**config.mk**
```make
export PLATFORM = sky130hd
export DESIGN_NAME = bcd_scan_mux
export DESIGN_NICKNAME = d
export VERILOG_FILES = /design/src/rtl/bcd_scan_mux.sv
export SDC_FILE = /design/constraint.sdc
export NUM_CORES = 1
export LEC_CHECK = 0
export ABC_AREA = 1
export CAP_MARGIN = 20
export CORE_MARGIN = 2
export CORE_UTILIZATION = 52
export DETAILED_ROUTE_END_ITERATION = 10
export GPL_TIMING_DRIVEN = 0
export MAX_ROUTING_LAYER = met4
export PLACE_DENSITY = 0.8
export SYNTH_ARGS = -nofsm -noshare
export SYNTH_HDL_FRONTEND = slang
export SYNTH_SLANG_ARGS = --single-unit
export TNS_END_PERCENT = 20
```
**constraint.sdc**
```tcl
create_clock -name clk -period 1.9 [get_ports clk]
set_input_delay 0.475 -clock clk [delete_from_list [all_inputs] [get_ports clk]]
set_output_delay 0.475 -clock clk [all_outputs]
set_load 0.05 [all_outputs]
```
**src/rtl/bcd_scan_mux.sv**
```systemverilog
// Four-digit BCD scanner. It rotates the held digits onto one shared decoder input and drives
// active-low anodes, with optional leading-zero blanking and a per-frame tick.
module bcd_scan_mux #(
  parameter int unsigned DIV = 1000
) (
  input  logic        clk,
  input  logic        rst_n,
  input  logic        load,
  input  logic [15:0] digits_in,
  input  logic        blank_lz,
  output logic [3:0]  bcd,
  output logic [3:0]  an,
  output logic        frame_tick
);

  localparam int unsigned CW = (DIV > 1) ? $clog2(DIV) : 1;

  logic [CW-1:0] cnt_q, cnt_d;
  logic [1:0]    slot_q, slot_d;
  logic [15:0]   held_q, held_d;
  logic          lz_q, lz_d;
  logic [3:0]    bcd_q, bcd_d;
  logic [3:0]    an_q, an_d;
  logic          tick_q, tick_d;

  logic          boundary;
  logic [1:0]    slot_nxt;
  logic [15:0]   upper;
  logic          blank;

  always_comb begin
    boundary = (cnt_q == CW'(DIV - 1));
    slot_nxt = slot_q + 2'd1;
    // Digits from the new slot upward; all-zero means this digit is a leading zero.
    upper    = held_q >> {slot_nxt, 2'b00};
    blank    = lz_q && (slot_nxt != 2'd0) && (upper == 16'h0000);

    cnt_d    = boundary ? '0 : cnt_q + CW'(1);
    slot_d   = slot_q;
    held_d   = held_q;
    lz_d     = lz_q;
    bcd_d    = bcd_q;
    an_d     = an_q;
    tick_d   = 1'b0;

    if (load) begin
      held_d = digits_in;
      lz_d   = blank_lz;
    end

    // Boundary outputs use the pre-edge held/lz, so a coincident load shows next slot.
    if (boundary) begin
      slot_d = slot_nxt;
      tick_d = (slot_nxt == 2'd0);
      if (blank) begin
        bcd_d = 4'hF;
        an_d  = 4'b1111;
      end else begin
        bcd_d = upper[3:0];
        an_d  = ~(4'b0001 << slot_nxt);
      end
    end
  end

  always_ff @(posedge clk) begin
    if (!rst_n) begin
      cnt_q  <= '0;
      slot_q <= 2'd3;
      held_q <= 16'h0000;
      lz_q   <= 1'b0;
      bcd_q  <= 4'hF;
      an_q   <= 4'b1111;
      tick_q <= 1'b0;
    end else begin
      cnt_q  <= cnt_d;
      slot_q <= slot_d;
      held_q <= held_d;
      lz_q   <= lz_d;
      bcd_q  <= bcd_d;
      an_q   <= an_d;
      tick_q <= tick_d;
    end
  end

  assign bcd        = bcd_q;
  assign an         = an_q;
  assign frame_tick = tick_q;

endmodule

```
==> results.ini <==
[run_status]
status=finished clean

[global_route]
grt_overflow_total=0
grtUsageMet1_pct=26.4
track_usage_pct=21.9
antenna_found_initial=0
grt_max_degree=12
grt_use_met2_pct=35.0
grt_pass1_vias=1414
gr-usage-met3_pct=6.93
grt_pass1_wl_um=5870
grt.busiest_layer=met2

[layout]
postLayoutCellArea_um2=2070
area.growth.synth_to_final_pct=21.7
diodes=0
fin_nets=299
fillers=301
multi_input_comb_area_um2=818
drive_gt1_share_pct=8.39
regArea_um2=762

[timing]
min_period_ps=1740
setup_violations=0
rsz0062_at_grt=false
slew_headroom_pct=67.7
fmax_mhz=576
hold_viol_final=0
tightest_slew_ps=486
setup_slack_ps=165
fin_skew_ps=10.3
hold_ws_ps=454
drv_slew=0
layout_worst_path_cycle_share_pct=91.3

[run]
maxCapViolations=0

[clock_network]
cts_tree=yes
numCtsBuffers=5
clockBufferDepth=2
cts_root_buffer=clkbuf_4
holdBufCountCts=0
path_clk_slew_ps=110
cts_resized=9
post-cts-setup-buffers=0
clk_latency_ps=340
htreeDepth=2
clkSinkCount=38

[detailed_routing]
via_count=1535
routed_via_density=4.83
wl_um=3160
first_pass_iters=4
wire_per_inst_um=9.93
drc_errors=0
drt_iter0_markers=53
ant_nets=0

[yosys]
synth-seq-area-share_pct=44.7
avgSynthCellArea_um2=7.10
synthTopCellsByArea=dfxtp_1, nor2_1, nand2_1
synth_cells=240
synth.top_cell.area_share_pct=44.7
synth_cell_type_count=24
yosys_warnings=0
synth_area_um2=1700
syn-num-nets=265
ys_ff_latch=38
yosysTopAreaCell=dfxtp_1

[floorplanning]
die_area_um2=3750
rows=20
core-area_um2=3080
start_util_pct=55.3
die_w_um=61.2
die_y_um=61.2
io_pins=29

[power_and_ir_drop]
leakage_nw=0.913
pwr_density_cell_nw_per_um2=661
fin_total_pwr_mw=1.37
ir_drop_mv=0.452

[worst_setup_path]
worstPathArrival_ps=2010
path_max_fanout=11
required_ps=2180
path_class=reg -> reg
endpoint_kind=flip-flop
critPathLaunchType=flip-flop
r2r_start=slot_q[0]$_SDFFE_PN1N_
startpoint=slot_q[0]$_SDFFE_PN1N_

[placement]
placed_cell_area_um2=2030
gp_congestion=0.800
dp.final_hpwl_um=2380
port_buffers=27
pre_cts_slack_ps=-34.7

[hold_path]
min_path_type=reg -> reg
worstHoldStart=cnt_q[7]$_SDFF_PP0_

[cells in the final DEF (no fill, tap or decap), types with 2 or more instances in the layout]
master	synthesis	routed
nor2_1	65	65
nand2_1	40	40
dfxtp_1	38	37
o21ai_0	23	23
inv_1	20	19
clkdlybuf4s50_1	0	18
a21oi_1	14	13
nand3_1	12	12
dlygate4sd2_1	0	9
clkbuf_4	0	5
ha_1	5	4
inv_2	2	3
clkbuf_1	3	3
buf_6	2	2
buf_2	2	2
nand2_2	2	2
nor3_1	2	2
clkinv_2	0	2
[worst max-delay path, cell delays in order, from the launching register on]
cell     delay (ps)
dfxtp_2         380
inv_2            50
buf_6           140
ha_2            320
inv_2           120
nand3_1         100
nand2_1         110
nand2_1          60
nor2_1          120
nand2_2         120
a21oi_1         150
[flip-flops by register name, summed over array words and instances, names as in the netlist]
signal	cells
cnt_q	10
frame_tick	1
bcd	4
held_q	16
an	4
slot_q	2
lz_q	1
[cells by family (layout without fill, tap and decap cells)]
logic type	Yosys count	in the layout	share of synthesized area [%]
AND/OR/NAND/NOR	128	128	32.2
AO/OA/AOI/OAI	38	38	11.3
flip-flops	38	38	44.7
buffers and inverters	30	64	7.64
adder cells (fa/ha/maj)	5	5	3.67
XOR/XNOR	1	1	0.514
[Yosys cell counts]
cell and n:
nor2_1 65, nand2_1 40, dfxtp_1 38, o21ai_0 23, inv_1 20, a21oi_1 14
nand3_1 12, ha_1 5, clkbuf_1 3, buf_2 2, buf_6 2, inv_2 2
nand2_2 2, nor3_1 2, a22oi_1 1, clkinv_1 1, nand2_4 1, nand3_2 1
nand3b_1 1, nand4_2 1, nor3_4 1, nor3b_1 1, nor4_1 1, xor2_1 1
[layout make-up]
class	instances	area share, %
Clock inverter	2	0.483
Multi-Input combinational cell	172	39.5
Tap cell	44	2.66
Inverter	23	4.17
Timing Repair Buffer	27	12.5
Clock buffer	5	1.81
Buffer	7	2.11
Sequential cell	38	36.8
[through the flow]
| stage | utilization, % | instances | setup TNS, ps |
|---|---|---|---|
| after floorplan | - | 240 | 0 |
| after global placement | 65.9 | 311 | -55.0 |
| after detailed placement | 65.9 | 311 | -123 |
| after CTS | 67.1 | 318 | 0 |
| after global routing | 67.3 | 318 | 0 |
| final | 67.3 | 318 | 0 |
[power breakdown]
| group | internal [mW] | switching [mW] |
|---|---|---|
| clock | 0.133 | 0.253 |
| combinational | 0.0686 | 0.0686 |
| sequential | 0.827 | 0.0192 |
[per-layer routing]
| metal | vias up | share of wire, % |
|---|---|---|
| met1 | 668 | 46 |
| li1 | 829 | - |
| met2 | 34 | 47 |
| met5 | - | 0 |
| met4 | 0 | 1.5 |
| met3 | 4 | 5.0 |
[worst paths after layout]
kind / to / cells after the start / slack (ps)
worst max-delay path: an[3]$_SDFFE_PN1N_ / 10 / 160
worst min-delay path: cnt_q[7]$_SDFF_PP0_ / 1 / 450
worst max register to register: an[3]$_SDFFE_PN1N_ / 10 / 160
worst min register to register: cnt_q[7]$_SDFF_PP0_ / 1 / 450
Power figures use the tool's default switching activity.
